<file path="config.mk">
export PLATFORM = sky130hd
export DESIGN_NAME = hazard_ctrl
export DESIGN_NICKNAME = d
export VERILOG_FILES = /design/src/rtl/pipe_pkg.sv /design/src/rtl/hazard_cmp.sv /design/src/rtl/hazard_ctrl.sv
export SDC_FILE = /design/constraint.sdc
export NUM_CORES = 1
export LEC_CHECK = 0
export BUFFER_PORTS_ARGS = -buffer_cell sky130_fd_sc_hd__buf_2
export CAP_MARGIN = 20
export CORE_UTILIZATION = 25
export CTS_CLUSTER_SIZE = 28
export DETAILED_ROUTE_END_ITERATION = 12
export SETUP_SLACK_MARGIN = 0.2
export SLEW_MARGIN = 0
export SYNTH_ARGS = -nofsm -noshare
export SYNTH_HDL_FRONTEND = slang
export SYNTH_SLANG_ARGS = --single-unit
</file>
<file path="constraint.sdc">
create_clock -name clk -period 3.4 [get_ports clk]
set_input_delay 0.68 -clock clk [delete_from_list [all_inputs] [get_ports clk]]
set_output_delay 0.68 -clock clk [all_outputs]
set_load 0.01 [all_outputs]
</file>
<file path="src/rtl/pipe_pkg.sv">
// Shared pipeline definitions: interlock FSM states, register-specifier width
// and the control-word encoding used for NOP/bubble injection.
package pipe_pkg;

  localparam int REG_W = 4;

  typedef enum logic [2:0] {
    RUN,
    LOAD_STALL,
    CTRL_HOLD,
    DRAIN,
    HALTED
  } hz_state_t;

  typedef struct packed {
    logic pc_stall;
    logic ifid_stall;
    logic ifid_flush;
    logic idex_bubble;
    logic pc_hazard;
    logic halted;
  } hz_ctrl_t;

  // A NOP is all control fields zero
  localparam hz_ctrl_t HZ_NOP = '0;

endpackage

</file>
<file path="src/rtl/hazard_cmp.sv">
// Combinational load-use compare: an ID source matching a non-zero load
// destination in EX. Shared with the forwarding unit.
module hazard_cmp
  import pipe_pkg::*;
(
  input  logic [REG_W-1:0] rs_1,
  input  logic [REG_W-1:0] rs_2,
  input  logic             uses_rs_1,
  input  logic             uses_rs_2,
  input  logic             mem_read,
  input  logic [REG_W-1:0] rd,
  output logic             luh
);

  logic [1:0][REG_W-1:0] rs_v;
  logic [1:0]            uses_v;
  logic [1:0]            match;

  assign rs_v   = {rs_2, rs_1};
  assign uses_v = {uses_rs_2, uses_rs_1};

  genvar gi;
  for (gi = 0; gi < 2; gi++) begin : g_src
    assign match[gi] = uses_v[gi] & (rs_v[gi] == rd);
  end

  // Register 0 is hardwired, so a load targeting it never interlocks
  assign luh = mem_read & (rd != '0) & (|match);

endmodule

</file>
<file path="src/rtl/hazard_ctrl.sv">
// Pipeline interlock controller: load-use stall, call/ret hold, taken-branch
// flush and HALT drain. Optional stall counter enabled by HAZARD_STATS_EN.
module hazard_ctrl
  import pipe_pkg::*;
#(
  parameter int CTRL_WAIT = 2,
  parameter int DRAIN_CYC = 3
) (
  input  logic             clk,
  input  logic             rst_n,
  input  logic [REG_W-1:0] id_rs_1,
  input  logic [REG_W-1:0] id_rs_2,
  input  logic             id_uses_rs_1,
  input  logic             id_uses_rs_2,
  input  logic             id_call,
  input  logic             id_ret,
  input  logic             id_halt,
  input  logic             ex_MemRead,
  input  logic [REG_W-1:0] ex_reg_rd,
  input  logic             ex_branch_taken,
  output logic             pc_stall,
  output logic             ifid_stall,
  output logic             ifid_flush,
  output logic             idex_bubble,
  output logic             PC_hazard,
`ifdef HAZARD_STATS_EN
  output logic             halted,
  output logic [15:0]      stall_cnt
`else
  output logic             halted
`endif
);

  localparam logic [2:0] CTRL_LOAD  = 3'(CTRL_WAIT - 1);
  localparam logic [2:0] DRAIN_LOAD = 3'(DRAIN_CYC - 1);

  hz_state_t state_q, state_d;
  logic [2:0] cnt_q, cnt_d;
  hz_ctrl_t   ctrl;
  logic       luh;

  hazard_cmp u_cmp (
    .rs_1      (id_rs_1),
    .rs_2      (id_rs_2),
    .uses_rs_1 (id_uses_rs_1),
    .uses_rs_2 (id_uses_rs_2),
    .mem_read  (ex_MemRead),
    .rd        (ex_reg_rd),
    .luh       (luh)
  );

  always_ff @(posedge clk) begin
    if (!rst_n) begin
      state_q <= RUN;
      cnt_q   <= '0;
    end else begin
      state_q <= state_d;
      cnt_q   <= cnt_d;
    end
  end

  always_comb begin
    state_d = state_q;
    cnt_d   = cnt_q;
    unique case (state_q)
      RUN: begin
        // A taken branch makes the ID instruction wrong-path, so it masks ID events
        if (ex_branch_taken) begin
          state_d = RUN;
        end else if (luh) begin
          state_d = LOAD_STALL;
        end else if (id_call | id_ret) begin
          cnt_d   = CTRL_LOAD;
          state_d = CTRL_HOLD;
        end else if (id_halt) begin
          cnt_d   = DRAIN_LOAD;
          state_d = DRAIN;
        end
      end
      LOAD_STALL: state_d = RUN;
      CTRL_HOLD: begin
        if (cnt_q == '0) state_d = RUN;
        else             cnt_d   = cnt_q - 3'd1;
      end
      DRAIN: begin
        if (cnt_q == '0) state_d = HALTED;
        else             cnt_d   = cnt_q - 3'd1;
      end
      HALTED:  state_d = HALTED;
      default: state_d = RUN;
    endcase
  end

  always_comb begin
    ctrl = HZ_NOP;
    if (rst_n) begin
      unique case (state_q)
        RUN: begin
          if (ex_branch_taken) begin
            ctrl.ifid_flush  = 1'b1;
            ctrl.idex_bubble = 1'b1;
          end else if (luh) begin
            ctrl.pc_stall    = 1'b1;
            ctrl.ifid_stall  = 1'b1;
            ctrl.idex_bubble = 1'b1;
          end else if (id_call | id_ret) begin
            // The call/ret itself proceeds into ID/EX; only younger fetches are dropped
            ctrl.pc_hazard  = 1'b1;
            ctrl.pc_stall   = 1'b1;
            ctrl.ifid_flush = 1'b1;
          end else if (id_halt) begin
            ctrl.pc_stall   = 1'b1;
            ctrl.ifid_flush = 1'b1;
          end
        end
        CTRL_HOLD: begin
          ctrl.pc_hazard   = 1'b1;
          ctrl.pc_stall    = 1'b1;
          ctrl.ifid_flush  = 1'b1;
          ctrl.idex_bubble = 1'b1;
        end
        DRAIN: begin
          ctrl.pc_stall    = 1'b1;
          ctrl.ifid_flush  = 1'b1;
          ctrl.idex_bubble = 1'b1;
        end
        HALTED: begin
          ctrl.pc_stall   = 1'b1;
          ctrl.ifid_stall = 1'b1;
          ctrl.halted     = 1'b1;
        end
        default: ctrl = HZ_NOP;
      endcase
    end
  end

  assign pc_stall    = ctrl.pc_stall;
  assign ifid_stall  = ctrl.ifid_stall;
  assign ifid_flush  = ctrl.ifid_flush;
  assign idex_bubble = ctrl.idex_bubble;
  assign PC_hazard   = ctrl.pc_hazard;
  assign halted      = ctrl.halted;

`ifdef HAZARD_STATS_EN
  logic [15:0] stall_cnt_q, stall_cnt_d;

  // Halted cycles are excluded so the count reflects lost issue slots only
  always_comb begin
    stall_cnt_d = stall_cnt_q;
    if (ctrl.pc_stall && (state_q != HALTED) && (stall_cnt_q != 16'hFFFF))
      stall_cnt_d = stall_cnt_q + 16'd1;
  end

  always_ff @(posedge clk) begin
    if (!rst_n) stall_cnt_q <= '0;
    else        stall_cnt_q <= stall_cnt_d;
  end

  assign stall_cnt = stall_cnt_q;
`endif

endmodule

</file>
=== Yosys cells after proc, flatten, opt, wreduce, memory -nomap -nowiden ===
Cells that the tools add are included.

* Bits in registers: 6
* Input port bits: 21
* Output and inout bits: 6
* Logic and storage cells: 58

* Add/subtract/negate cells: 1
* Equality and inequality tests: 12
* Muxes and demuxes: 29
* Bitwise gates (word level): 5
* Reductions and logical operators: 9

{| class="wikitable"
|+ Operator list
! cell !! number
|-
| 3-bit two-way mux || 11
|-
| 3-bit case mux with 4 select lines || 1
|-
| 2-bit != test (second input constant) || 5
|-
| 1-bit two-way mux || 9
|-
| 4-bit equality test || 2
|-
| 3-bit by 2-bit equality test with 1-bit output (second input constant) || 2
|-
| 3-bit zero test || 2
|-
| 6-bit two-way mux || 1
|-
| 1-bit case mux with 2 select lines || 3
|-
| 3-bit case mux with 2 select lines || 1
|-
| 5-bit != test (second input constant) || 1
|-
| 5-bit AND reduction || 1
|-
| 1-bit AND || 4
|-
| 2-bit two-way mux || 2
|-
| 2-bit case mux with 2 select lines || 1
|-
| 4-bit nonzero test || 1
|-
| 2-bit OR reduction || 2
|-
| 3-bit equality test (second input constant) || 1
|-
| 3-bit != test (second input constant) || 1
|-
| 3-bit AND reduction || 1
|-
| 3-bit OR reduction || 1
|-
| 3-bit by 1-bit subtractor with 3-bit output (second input constant) || 1
|-
| 2-bit nonzero test || 1
|-
| 1-bit bitwise OR || 1
|}

=== Longest topological paths before layout ===
* Depth in word-level cells: 8
* Gate-level depth with buffers: 6
* Depth with buffers taken out: 6

=== Hierarchy ===
From an unflattened synthesis, not the netlist that was laid out.

* Cells, all modules: 72
* Area total of the unflattened synthesis: 533.0 sq um

{| class="wikitable"
|+ By module, submodules not included
! module !! instances !! cells each !! area an instance (sq um) !! sequential area each (sq um)
|-
| hazard_ctrl || 1 || 58 || 429.2 || 120.1
|-
| hazard_cmp || 1 || 14 || 103.8 || 0.0
|}

=== Worst setup path after synthesis ===
No wires, ideal clock.

* Path type: in2out
* Start point: input port ex_reg_rd[0]
* End point: output port idex_bubble
* Arrival time: 1668 ps
* Required time: 2720 ps
* Slack: 1052 ps
* Cell stages on the path: 6
* Path buffers: 0
* Cell sequence: xor2_1 nor3_1 nand4_1 nand2_2 o211ai_1 a21boi_0

* Longest elaborated chain between the ends: 8
* Elaborated cells between the ends (all ways): 12
* Classes of those cells: 2 x eq/ne; 4 x mux; 4 x bitwise; 2 x reduce/logical

{| class="wikitable"
|+ RTL lines
! what !! RTL line !! source
|-
| start, declared || hazard_ctrl.sv:19 || <nowiki>input logic [REG_W-1:0] ex_reg_rd,</nowiki>
|-
| 4-bit equality test || hazard_cmp.sv:24 || <nowiki>assign match[gi] = uses_v[gi] & (rs_v[gi] == rd);</nowiki>
|-
| 1-bit AND || hazard_cmp.sv:24 ||
|-
| 2-bit OR reduction || hazard_cmp.sv:28 || <nowiki>assign luh = mem_read & (rd != '0) & (|match);</nowiki>
|-
| 1-bit AND * || hazard_cmp.sv:28 ||
|-
| 1-bit two-way mux * || hazard_ctrl.sv:102 || <nowiki>end else if (luh) begin</nowiki>
|-
| 2-bit two-way mux * || hazard_ctrl.sv:99 || <nowiki>if (ex_branch_taken) begin</nowiki>
|-
| 2-bit case mux with 2 select lines * || hazard_ctrl.sv:97 || <nowiki>unique case (state_q)</nowiki>
|-
| 6-bit two-way mux * || hazard_ctrl.sv:96 || <nowiki>if (rst_n) begin</nowiki>
|-
| end, declared || hazard_ctrl.sv:24 || <nowiki>output logic idex_bubble,</nowiki>
|}

Mark *: on every way between the ends. The rest lies on a longest branch, timed or not.

=== Worst setup path after layout ===
* Start point: input port ex_reg_rd[0]
* End point: output port ifid_flush

* Longest elaborated chain between the ends: 8
* Elaborated cells between the ends (all ways): 12
* Classes of those cells: 2 x eq/ne; 4 x mux; 4 x bitwise; 2 x reduce/logical

{| class="wikitable"
|+ RTL lines
! what !! RTL line !! source
|-
| 4-bit equality test || hazard_cmp.sv:24 ||
|-
| 1-bit AND || hazard_cmp.sv:24 ||
|-
| 2-bit OR reduction || hazard_cmp.sv:28 ||
|-
| 1-bit AND * || hazard_cmp.sv:28 ||
|-
| 1-bit two-way mux * || hazard_ctrl.sv:102 ||
|-
| 2-bit two-way mux * || hazard_ctrl.sv:99 ||
|-
| 2-bit case mux with 2 select lines * || hazard_ctrl.sv:97 ||
|-
| 6-bit two-way mux * || hazard_ctrl.sv:96 ||
|-
| end, declared || hazard_ctrl.sv:23 || <nowiki>output logic ifid_flush,</nowiki>
|}

Marks and branches as above.

==> impl_metrics.xml <==
<?xml version="1.0" encoding="UTF-8"?>
<metrics>
  <group name="timing">
    <metric name="slew_violations" unit="">0</metric>
    <metric name="setup_violations" unit="">0</metric>
    <metric name="share_of_the_clock_period_used_by_the_worst_path" unit="%">77.2</metric>
    <metric name="grt_setup_unrepaired" unit="">false</metric>
    <metric name="finalWorstPathRequiredPeriod" unit="ps">2630</metric>
    <metric name="worst_slew_margin_rel" unit="%">72.5</metric>
    <metric name="worst_clock_skew" unit="ps">3.20</metric>
    <metric name="maxClockFrequency" unit="MHz">381</metric>
    <metric name="hold_violation_count_in_the_final_report" unit="">0</metric>
    <metric name="timing.setup.tns" unit="ps">0</metric>
    <metric name="worst_pin_slew" unit="ps">410</metric>
  </group>
  <group name="clock_network">
    <metric name="cts_root_buffer" unit="">clkbuf_4</metric>
    <metric name="cts_made_buffers" unit="">3</metric>
    <metric name="path_clk_slew" unit="ps">50</metric>
    <metric name="post_cts.repair.setup_buffers" unit="">0</metric>
    <metric name="cts_max_path_buffers" unit="">2</metric>
    <metric name="h-tree-depth" unit="">1</metric>
    <metric name="cts_hold_buf" unit="">0</metric>
    <metric name="worstSkewPairLatency" unit="ps">240</metric>
    <metric name="clock_sink_count" unit="">6</metric>
    <metric name="postCtsResizedCells" unit="">0</metric>
    <metric name="cts_tree" unit="">yes</metric>
  </group>
  <group name="global_routing">
    <metric name="overflow" unit="">0</metric>
    <metric name="initial_antenna_violation_count" unit="">0</metric>
    <metric name="overall_routing_resource_usage" unit="%">12.4</metric>
    <metric name="largest_net_degree_at_the_start_of_global_routing" unit="">15</metric>
    <metric name="number_of_global_route_vias_before_repair" unit="">576</metric>
    <metric name="grt_first_pass_wirelength" unit="mm">2.32</metric>
  </group>
  <group name="routing">
    <metric name="route.detailed.wl_per_inst" unit="um">10.5</metric>
    <metric name="antenna_left" unit="">0</metric>
    <metric name="route.detailed.drc" unit="">0</metric>
    <metric name="drt_wl_total" unit="mm">1.31</metric>
    <metric name="dr_total_vias" unit="">593</metric>
    <metric name="drtPass1Iterations" unit="">4</metric>
    <metric name="dr.first_iter.drc_count" unit="">18</metric>
    <metric name="avgViaCountPerCell" unit="">4.74</metric>
  </group>
  <group name="setup_path">
    <metric name="worst-path-max-fanout" unit="">7</metric>
    <metric name="end_kind" unit="">primary output</metric>
    <metric name="worst_setup_path_startpoint" unit="">ex_reg_rd[0]</metric>
    <metric name="critPathKind" unit="">in -&gt; out</metric>
    <metric name="cp_data_arrival_time" unit="ps">1950</metric>
    <metric name="startpoint_of_the_most_critical_register_to_register_path" unit="">state_q[1]</metric>
    <metric name="cp-start-kind" unit="">input pin</metric>
    <metric name="critical_path_data_required_time" unit="ps">2720</metric>
  </group>
  <group name="layout">
    <metric name="areaGrowthSynthToFinish" unit="%">32.9</metric>
    <metric name="final_nets" unit="">123</metric>
    <metric name="diodes" unit="">0</metric>
    <metric name="commonest_cells_after_routing_fill_and_taps_aside" unit="">buf_2, nand2_1, nor2_1, xor2_1, dfxtp_1</metric>
    <metric name="post_route_cells_drive_above_1_share" unit="%">32.7</metric>
    <metric name="leading_cell_type_in_the_layout_fill_and_taps_excluded" unit="">buf_2</metric>
  </group>
  <group name="synth">
    <metric name="syn_area" unit="um^2">544</metric>
    <metric name="synth.yosys.seq_area_share" unit="%">22.1</metric>
    <metric name="yosysWarnings" unit="">0</metric>
    <metric name="syn_inst" unit="">71</metric>
    <metric name="yosysUniqueCellTypes" unit="">29</metric>
    <metric name="postSynthRegisterBits" unit="">6</metric>
    <metric name="synth.avg_cell_area" unit="um^2">7.67</metric>
    <metric name="mappedNetlistNets" unit="">94</metric>
  </group>
  <group name="power">
    <metric name="p_leak" unit="nW">0.324</metric>
    <metric name="power.ir.vdd_worst" unit="V">0.000102</metric>
    <metric name="power.density_cell_area" unit="nW/um^2">314</metric>
    <metric name="p_sw" unit="mW">0.0717</metric>
    <metric name="internal_power" unit="mW">0.155</metric>
    <metric name="power_frac_clock" unit="%">29.1</metric>
    <metric name="power.sequential.fraction" unit="%">35.7</metric>
    <metric name="p_sw_share" unit="%">31.6</metric>
    <metric name="comb_power_share" unit="%">35.1</metric>
    <metric name="post-layout-total-power" unit="mW">0.227</metric>
  </group>
  <group name="hold_path">
    <metric name="origin_of_the_worst_min_delay_path" unit="">cnt_q[1]</metric>
    <metric name="path_category_of_the_worst_min_delay_check" unit="">reg -&gt; reg</metric>
  </group>
  <group name="placement">
    <metric name="port_buffers" unit="">26</metric>
    <metric name="gp_congestion" unit="">0.842</metric>
    <metric name="dp_hpwl" unit="mm">1.09</metric>
  </group>
  <group name="die">
    <metric name="vertical_extent_of_the_die" unit="um">48.7</metric>
    <metric name="floorplan.rows" unit="">16</metric>
    <metric name="core-area" unit="um^2">2000</metric>
    <metric name="io-pin-count" unit="">27</metric>
    <metric name="fp.dieW" unit="um">48.7</metric>
    <metric name="die-area" unit="um^2">2370</metric>
    <metric name="start_util" unit="%">27.2</metric>
  </group>
  <group name="status">
    <metric name="status" unit="">completed</metric>
  </group>
  <group name="flow_run">
    <metric name="max_cap_viols" unit="">0</metric>
  </group>
</metrics>
synthesized netlist by cell type, drive strengths merged:
library cell / count / share of area [%]
o21ai: 3 / 2.8
o21a: 1 / 1.4
and2b: 1 / 1.6
nand4: 3 / 3.4
nor4: 1 / 1.2
nor2: 6 / 4.1
o41a: 1 / 2.1
o211ai: 1 / 1.4
o311a: 1 / 1.8
xor2: 6 / 9.7
xnor2: 2 / 3.2
a21boi: 3 / 4.1
nand3: 2 / 1.8
ha: 2 / 4.6
nor3b: 1 / 1.4
and2: 1 / 1.2
clkbuf: 2 / 1.4
nor3: 4 / 3.7
inv: 5 / 3.4
a21oi: 1 / 0.92
dfxtp: 6 / 22
o32a: 1 / 4.1
o32ai: 1 / 1.6
a31oi: 1 / 1.2
a32o: 2 / 3.7
mux2i: 2 / 3.7
nand2: 10 / 7.4
nor2b: 1 / 1.2
registers in the layout, indices dropped and copies added (netlist names):
signal,count
cnt_q,3
state_q,3
cell families after synthesis:
family                   share of synthesized area [%]
AO/OA/AOI/OAI                                     25.1
XOR/XNOR                                          12.9
AND/OR/NAND/NOR                                   26.9
multiplexers                                      3.68
flip-flops                                        22.1
adder cells (fa/ha/maj)                           4.60
buffers and inverters                             4.83
per-stage QoR:
stage,cell area [um^2],setup WS [ps],cells,utilization [%],hold WS [ps]
4_1_cts,723,776,125,36.1,464
3_5_place_dp,701,777,122,35.0,456
2_1_floorplan,544,1050,71,-,438
5_1_grt,723,625,125,36.1,498
3_3_place_gp,701,781,122,35.0,448
6_report,723,774,125,36.1,457
power groups by stage:
stage,Sequential (mW),Clock (mW),Combinational [mW]
2_1_floorplan,0.0794,0,0.0542
3_3_place_gp,0.0822,0,0.0792
3_5_place_dp,0.0824,0,0.0799
4_1_cts,0.0811,0.0681,0.0805
5_1_grt,0.0820,0.0719,0.0916
6_report,0.0812,0.0661,0.0798
path summary, 6_finish.rpt:
path,endpoint,slack [ps],cells past startpoint
hold reg to reg,cnt_q[1],460,2
setup / recovery,ifid_flush,770,7
hold / removal,cnt_q[1],460,2
setup reg to reg,cnt_q[2],1950,4
worst max-delay path, stage by stage:
cell     delay [ps]
buf_2           120
o41a_1          430
nand4_1         130
nand2_2         120
o21ai_0         190
a32o_1          150
buf_2           130
routing by layer:
| metal | global-route usage (%) | share of wire (%) | vias to the layer above |
|---|---|---|---|
| met2 | 20.8 | 49 | 12 |
| met1 | 15.3 | 48 | 267 |
| li1 | - | - | 314 |
| met4 | 5.88 | 0 | 0 |
| met3 | 1.89 | 2.8 | 0 |
| met5 | 0 | 0 | - |
layout make-up:
class | count | area (um^2)
sequential | 6 | 120
clock buffer | 3 | 22.5
multi-input combinational | 58 | 398
tap | 27 | 33.8
timing repair buffer | 26 | 130
inverter | 5 | 18.8
fill | 228 | 1280
(Power assumes the default switching activity.)
